--- src/rtl/conv_1st_pkg.sv ---
// conv_1st_pkg
//   Shared definitions for the first-layer convolution frame scheduler:
//   the scheduler state encoding, the out-of-range "idle" pointer values
//   that make a scan/bias write a no-op in the engine, and the word widths
//   used on the host, engine and downstream sides.
package conv_1st_pkg;

  typedef enum logic [2:0] {
    ST_IDLE,
    ST_LOAD_BIAS,
    ST_LOAD_PIX,
    ST_SETTLE,
    ST_RUN
  } state_t;

  // Pointers beyond the last buffer entry; the engine ignores these writes.
  localparam logic [6:0] SCAN_PTR_IDLE = 7'h7F;
  localparam logic [5:0] BIAS_PTR_IDLE = 6'h3F;

  localparam int PIX_W  = 32;
  localparam int BIAS_W = 16;
  localparam int BEAT_W = 320;

endpackage

--- src/rtl/conv_1st_ofifo.sv ---
// conv_1st_ofifo
//   Small synchronous FIFO for engine output beats. The head entry is held
//   in a dedicated output register so dout is a clean flop output; it reads
//   0 whenever the FIFO is empty. Pushes while full are accepted only when a
//   pop happens in the same cycle; otherwise the caller's beat is dropped.
// Ports:
//   clk, rst_n   clock, asynchronous active-low reset
//   push, din    write request and data
//   pop          read request (ignored when empty)
//   dout         registered head entry
//   full, empty  occupancy flags
module conv_1st_ofifo #(
  parameter int WIDTH = 320,
  parameter int DEPTH = 4
) (
  input  logic             clk,
  input  logic             rst_n,
  input  logic             push,
  input  logic             pop,
  input  logic [WIDTH-1:0] din,
  output logic [WIDTH-1:0] dout,
  output logic             full,
  output logic             empty
);

  localparam int AW = $clog2(DEPTH);
  localparam logic [AW:0] CNT_FULL = (AW+1)'(DEPTH);

  logic [WIDTH-1:0] mem [DEPTH];
  logic [AW-1:0]    wr_ptr;
  logic [AW-1:0]    rd_ptr;
  logic [AW-1:0]    rd_next;
  logic [AW:0]      count;
  logic [AW:0]      count_next;
  logic             do_push;
  logic             do_pop;
  logic [WIDTH-1:0] head_next;

  assign empty      = (count == '0);
  assign full       = (count == CNT_FULL);
  assign do_pop     = pop && !empty;
  assign do_push    = push && (!full || do_pop);
  assign rd_next    = rd_ptr + AW'(do_pop);
  assign count_next = count + (AW+1)'(do_push) - (AW+1)'(do_pop);

  // Next head value: if the FIFO is empty after this cycle's pop, a push
  // goes straight to the head register because it is not yet in storage.
  always_comb begin
    head_next = mem[rd_next];
    if (count_next == '0) begin
      head_next = '0;
    end else if (count == (AW+1)'(do_pop)) begin
      head_next = din;
    end
  end

  always_ff @(posedge clk) begin
    if (do_push) begin
      mem[wr_ptr] <= din;
    end
  end

  always_ff @(posedge clk or negedge rst_n) begin
    if (!rst_n) begin
      wr_ptr <= '0;
      rd_ptr <= '0;
      count  <= '0;
      dout   <= '0;
    end else begin
      if (do_push) begin
        wr_ptr <= wr_ptr + AW'(1);
      end
      rd_ptr <= rd_next;
      count  <= count_next;
      dout   <= head_next;
    end
  end

endmodule

--- src/rtl/conv_1st_sched.sv ---
// conv_1st_sched
//   Frame scheduler for the first-layer convolution engine. Host words are
//   turned into pointer-tagged bias and scan-chain writes, the engine start
//   level is held for the frame, and engine output beats are buffered in
//   conv_1st_ofifo and drained under valid/ready.
// Ports:
//   clk, rst_n                clock, asynchronous active-low reset
//   frame_req, bias_reload    frame start (IDLE only) and bias reload select
//   busy_o                    state is not IDLE
//   cfg_valid/ready/data      host word stream
//   scan_o, bias_o            engine scan and bias writes (idle ptr = no write)
//   sta_o                     engine start level
//   conv_valid_i, conv_i      engine output beats
//   out_valid/ready/data      downstream beat stream
//   done_o                    pulse with the last beat of a frame
//   ovf_o                     sticky dropped-beat flag
// Build option:
//   CONV_1ST_SCHED_OVF_EN     builds the overflow detector; otherwise ovf_o=0
module conv_1st_sched
  import conv_1st_pkg::*;
#(
  parameter int PIX_WORDS   = 75,
  parameter int BIAS_WORDS  = 34,
  parameter int OUT_BEATS   = 32,
  parameter int OFIFO_DEPTH = 4
) (
  input  logic              clk,
  input  logic              rst_n,
  input  logic              frame_req,
  input  logic              bias_reload,
  output logic              busy_o,
  input  logic              cfg_valid,
  output logic              cfg_ready,
  input  logic [PIX_W-1:0]  cfg_data,
  output logic [PIX_W+7:0]  scan_o,
  output logic [BIAS_W+7:0] bias_o,
  output logic              sta_o,
  input  logic              conv_valid_i,
  input  logic [BEAT_W-1:0] conv_i,
  output logic              out_valid,
  input  logic              out_ready,
  output logic [BEAT_W-1:0] out_data,
  output logic              done_o,
  output logic              ovf_o
);

  localparam int BEAT_CW = $clog2(OUT_BEATS + 1);
  localparam logic [6:0]         PIX_LAST  = 7'(PIX_WORDS - 1);
  localparam logic [6:0]         BIAS_LAST = 7'(BIAS_WORDS - 1);
  localparam logic [BEAT_CW-1:0] BEAT_LAST = BEAT_CW'(OUT_BEATS - 1);
  localparam logic [PIX_W+7:0]   SCAN_IDLE = {32'h0, 1'b0, SCAN_PTR_IDLE};
  localparam logic [BIAS_W+7:0]  BIAS_IDLE = {16'h0, 2'b00, BIAS_PTR_IDLE};

  state_t             state;
  logic [6:0]         word_cnt;
  logic [BEAT_CW-1:0] beat_cnt;
  logic               cfg_xfer;
  logic               fifo_push;
  logic               fifo_pop;
  logic               fifo_full;
  logic               fifo_empty;
  logic               last_beat;

  assign cfg_xfer  = cfg_valid && cfg_ready;
  assign fifo_push = (state == ST_RUN) && conv_valid_i;
  // Dropped beats still count, so the frame always ends at OUT_BEATS.
  assign last_beat = fifo_push && (beat_cnt == BEAT_LAST);
  assign done_o    = last_beat;
  assign out_valid = !fifo_empty;
  assign fifo_pop  = out_valid && out_ready;

  // Frame sequencer. scan_o/bias_o default to their idle pointer every
  // cycle so each accepted word shows up as a single-cycle write.
  always_ff @(posedge clk or negedge rst_n) begin
    if (!rst_n) begin
      state     <= ST_IDLE;
      word_cnt  <= '0;
      beat_cnt  <= '0;
      cfg_ready <= 1'b0;
      busy_o    <= 1'b0;
      sta_o     <= 1'b0;
      scan_o    <= SCAN_IDLE;
      bias_o    <= BIAS_IDLE;
    end else begin
      scan_o <= SCAN_IDLE;
      bias_o <= BIAS_IDLE;
      case (state)
        ST_IDLE: begin
          if (frame_req) begin
            word_cnt  <= '0;
            beat_cnt  <= '0;
            cfg_ready <= 1'b1;
            busy_o    <= 1'b1;
            state     <= bias_reload ? ST_LOAD_BIAS : ST_LOAD_PIX;
          end
        end
        ST_LOAD_BIAS: begin
          if (cfg_xfer) begin
            bias_o <= {cfg_data[BIAS_W-1:0], 2'b00, word_cnt[5:0]};
            if (word_cnt == BIAS_LAST) begin
              word_cnt <= '0;
              state    <= ST_LOAD_PIX;
            end else begin
              word_cnt <= word_cnt + 7'd1;
            end
          end
        end
        ST_LOAD_PIX: begin
          if (cfg_xfer) begin
            scan_o <= {cfg_data, 1'b0, word_cnt};
            if (word_cnt == PIX_LAST) begin
              cfg_ready <= 1'b0;
              state     <= ST_SETTLE;
            end else begin
              word_cnt <= word_cnt + 7'd1;
            end
          end
        end
        ST_SETTLE: begin
          sta_o <= 1'b1;
          state <= ST_RUN;
        end
        ST_RUN: begin
          if (fifo_push) begin
            if (last_beat) begin
              beat_cnt <= '0;
              sta_o    <= 1'b0;
              busy_o   <= 1'b0;
              state    <= ST_IDLE;
            end else begin
              beat_cnt <= beat_cnt + BEAT_CW'(1);
            end
          end
        end
        default: begin
          cfg_ready <= 1'b0;
          busy_o    <= 1'b0;
          sta_o     <= 1'b0;
          state     <= ST_IDLE;
        end
      endcase
    end
  end

  conv_1st_ofifo #(
    .WIDTH (BEAT_W),
    .DEPTH (OFIFO_DEPTH)
  ) u_ofifo (
    .clk   (clk),
    .rst_n (rst_n),
    .push  (fifo_push),
    .pop   (fifo_pop),
    .din   (conv_i),
    .dout  (out_data),
    .full  (fifo_full),
    .empty (fifo_empty)
  );

`ifdef CONV_1ST_SCHED_OVF_EN
  logic ovf_q;

  // Sticky flag: a push into a full FIFO with no pop loses the beat.
  always_ff @(posedge clk or negedge rst_n) begin
    if (!rst_n) begin
      ovf_q <= 1'b0;
    end else if (fifo_push && fifo_full && !fifo_pop) begin
      ovf_q <= 1'b1;
    end
  end

  assign ovf_o = ovf_q;
`else
  // The full flag is only needed by the overflow detector.
  logic full_unused;
  assign full_unused = fifo_full;
  assign ovf_o       = 1'b0;
`endif

endmodule

--- config.mk ---
export PLATFORM = sky130hd
export DESIGN_NAME = conv_1st_sched
export DESIGN_NICKNAME = d
export VERILOG_FILES = /design/src/rtl/conv_1st_pkg.sv /design/src/rtl/conv_1st_ofifo.sv /design/src/rtl/conv_1st_sched.sv
export SDC_FILE = /design/constraint.sdc
export NUM_CORES = 2
export LEC_CHECK = 0
export ABC_CLOCK_PERIOD_IN_PS = 28700
export BUFFER_PORTS_ARGS = -buffer_cell sky130_fd_sc_hd__buf_2
export CORE_UTILIZATION = 30
export DETAILED_ROUTE_END_ITERATION = 10
export PLACE_DENSITY = 0.44
export SLEW_MARGIN = 20
export SYNTH_ARGS = -nofsm -noshare
export SYNTH_HDL_FRONTEND = slang
export SYNTH_SLANG_ARGS = --single-unit
--- constraint.sdc ---
create_clock -name clk -period 28.7 [get_ports clk]
set_input_delay 5.74 -clock clk [delete_from_list [all_inputs] [get_ports clk]]
set_output_delay 5.74 -clock clk [all_outputs]
set_load 0.02 [all_outputs]
==> results.md <==
- Initial antenna violation count: 90
- Die span in x: 453 µm
- Drc violations: 0
- Worst Setup SP: conv_valid_i
- CP endpoint kind: primary output
- Startpoint types: primary input
- Worst Skew: 29.3 ps
- Sequential fraction of the synthesis area: 79.8%
- CP Capture Point: done_o
- DR WL met2: 83.2 mm
- Critical-path top delay cell: or3_1
- Maximum vdd drop: 0.0698 mV
- Total congestion overflow: 0
- Final Routed Wirelength: ~160 mm
- Met3 wire length: between 9 and 10 mm
- Total GRT Usage: 15.8%
- Reg-to-reg startpoint: state[0]
- Cell count after placement: 6022
- Yosys reg bits: 1687
- Compound-Gate Fraction of Synth Area: 5.14%
- Global-route wire length before repair: approximately 230 mm
- Slew headroom: about 29%
- Critical Path Fanout Max: 6
- Final Max Slew Viols: 0
- Cell Pwr Density: roughly 110 nW/µm²
- Synth unique cells: 52
- Top sig layer: met5
- Vias per cell: approximately 4.7
- Post-Synth Simple-Gate Area: about 1.1%
- CTS Buf Count: about 180
- Yosys top cell by area: edfxtp_1
- Setup TNS: 0 ps
- Crit-path leading delay family: simple AND/OR/NAND/NOR gates
- Cell area after synthesis: 61000 µm²
- CTS tree: done
- Placer Congestion: 0.745
- Clk pin slew, worst setup/hold paths: 50 ps
- Syn avg cell area: 22.5 µm²
- PortBufs: 744
- Die area: 205000 µm²
- Main flop type after synthesis: edfxtp_1
- Mux contribution to synthesized area: 11.9%
- Final setup fails: 0
- Worst-Margin Slew: 1070 ps
- R2R Setup Slk: around 22000 ps
- Area share of the largest cell type after synthesis: 63.0%
- DRT antenna net count: 0
- Final Util: 36.5%
- Most common cell after layout, fill and taps aside: edfxtp_1
- Synthesis-to-finish area growth: 20.8%
- FP Rows: 165
- First-pass iteration count of the detailed router: 7
- RSZ-0062 raised after global routing: false
- CP Buf/Inv Count: 2
- Hold Path Class: reg -> reg
- Die span in y: between 400 and 500 µm
- Share of cells above drive strength 1: 38.4%
- Worst skew pair latency: 830 ps
- Core area: 202000 µm²
- XOR/XNOR Fraction of Synth Area: 0.0575%
- CTS H-tree lvls: 4
- EDFF count, synth: roughly 1.3k
- Status: finished clean
- Avg WL per Cell: 25.7 µm
- Clk buf depth: 3
- Hold Violations, Final: 0
- Clock sinks: 1687
- Largest family of logic cells by synthesized area: multiplexers
- Largest net degree at the start of global routing: 116
- Post-CTS sizing: 0
- Root buffer cell: clkbuf_16
- CP most frequent cell: buf_2
- FMAX: between 70 and 80 MHz
- Hold buffers post-CTS: 0
- Worst-path cell chain: buf_2 -> nand2_1 -> or3_1 -> nor2_1 -> buf_2
- IO Pins: 749
- Final #Nets: 3907
- Top post-synthesis cells by area: edfxtp_1 63%, dfrtp_1 16%, mux4_2 12%, a22o_1 4.6%, buf_2 0.79%
- Vias in the first global route: 31.6k
- WP data required: between 20000 and 25000 ps
- Commonest non-fill, non-tap cells in the layout: 1280 x edfxtp_1, 743 x buf_2, 394 x dfrtp_1, 320 x mux4_2, 320 x a22o_1
- CP max stage delay: 430 ps
- Async SR Flop Fraction: between 20% and 30%
- Capture point of the worst reg-to-reg path: u_ofifo.dout[98]
- Fin crit share: 44.1%
- Setup bufs post-CTS: 0
- Max_cap viols: 0
- Crit path depth: 5
- Ys Warns: 0
- DR iter-0 viols: about 1.9k
- Arr. time, crit path: 6920 ps
- Final worst path period need: 12660 ps
- M1 wire length: 65.1 mm
- Power, Total: 8.35 mW
- Gate Count Post-Synth: roughly 2.7k
- WS Path Type: in -> out
- Non-filler instance count after layout: 6386
- Synth Area in Adders: 0.259%
- Vias post-DR: 30.2k
- Worst-case reg-to-reg path depth: 12
- Starting Density: 30.2%
- Dpl hpwl: about 98 mm
- P_leak: roughly 27 nW
state kept, by name, summed over array words and instances (netlist names):
name and cells:
u_ofifo.mem 1280, u_ofifo.dout 320, scan_o 39, bias_o 22, word_cnt 7, beat_cnt 6
state 3, u_ofifo.count 3, u_ofifo.rd_ptr 2, u_ofifo.wr_ptr 2, busy_o 1, cfg_ready 1
sta_o 1
through the flow:
| stage | area, µm² | setup slack, ps | hold WS (ps) |
|---|---|---|---|
| 2_1_floorplan | 61000 | 14600 | 473 |
| 3_3_place_gp | 67600 | 15940 | 508 |
| 3_5_place_dp | 67600 | 15960 | 503 |
| 4_1_cts | 73700 | 15960 | 519 |
| 5_1_grt | 73700 | 15990 | 546 |
| 6_report | 73700 | 16040 | 522 |
synth_stat cells (5+ instances only):
cell,count
a21o_1,6
a21oi_1,12
a22o_1,320
and2_1,22
buf_2,96
buf_4,5
buf_6,33
clkbuf_1,28
dfrtp_1,394
dfstp_2,13
edfxtp_1,1280
ha_1,11
inv_1,12
mux4_2,320
nand2_1,27
nand3_1,10
nor2_1,38
o21ai_0,6
o21ai_1,7
or3_1,13
kinds of logic (layout without fill, tap and decap cells):
family	Yosys count	after routing
flip-flops	1687	1687
AO/OA/AOI/OAI	371	371
multiplexers	327	327
buffers and inverters	175	1161
AND/OR/NAND/NOR	133	133
adder cells (fa/ha/maj)	12	12
XOR/XNOR	4	4
other	1	19
power breakdown:
group          internal (mW)  switching, mW  total [mW]
sequential              2.98          0.105        3.08
combinational           1.22           1.68        2.91
clock                   1.38          0.980        2.36
area by class of cell:
type | count | area [µm²]
inverter | 12 | 45.0
sequential | 1687 | 48600
fill | 18771 | 128000
clock buffer | 258 | 5140
antenna | 15 | 37.5
multi-input combinational | 851 | 11400
clock inverter | 91 | 943
timing repair buffer | 800 | 4190
tap | 2672 | 3340
routing by layer:
metal / up-vias / global-route usage [%]
met1: 16003 / 18.9
li1: 12886 / -
met5: - / 0
met3: 380 / 4.71
met4: 50 / 6.01
met2: 844 / 26.7
worst min-delay path by stage:
stage | cells past startpoint | slack (ps) | start | endpoint
global placement | 1 | 510 | beat_cnt[0] | beat_cnt[0]
CTS | 1 | 520 | beat_cnt[0] | beat_cnt[0]
detailed placement | 1 | 500 | beat_cnt[0] | beat_cnt[0]
floorplan | 1 | 470 | beat_cnt[0] | beat_cnt[0]
finish | 1 | 520 | beat_cnt[0] | beat_cnt[0]
global route | 1 | 550 | beat_cnt[0] | beat_cnt[0]
Power figures use the tool's default switching activity.
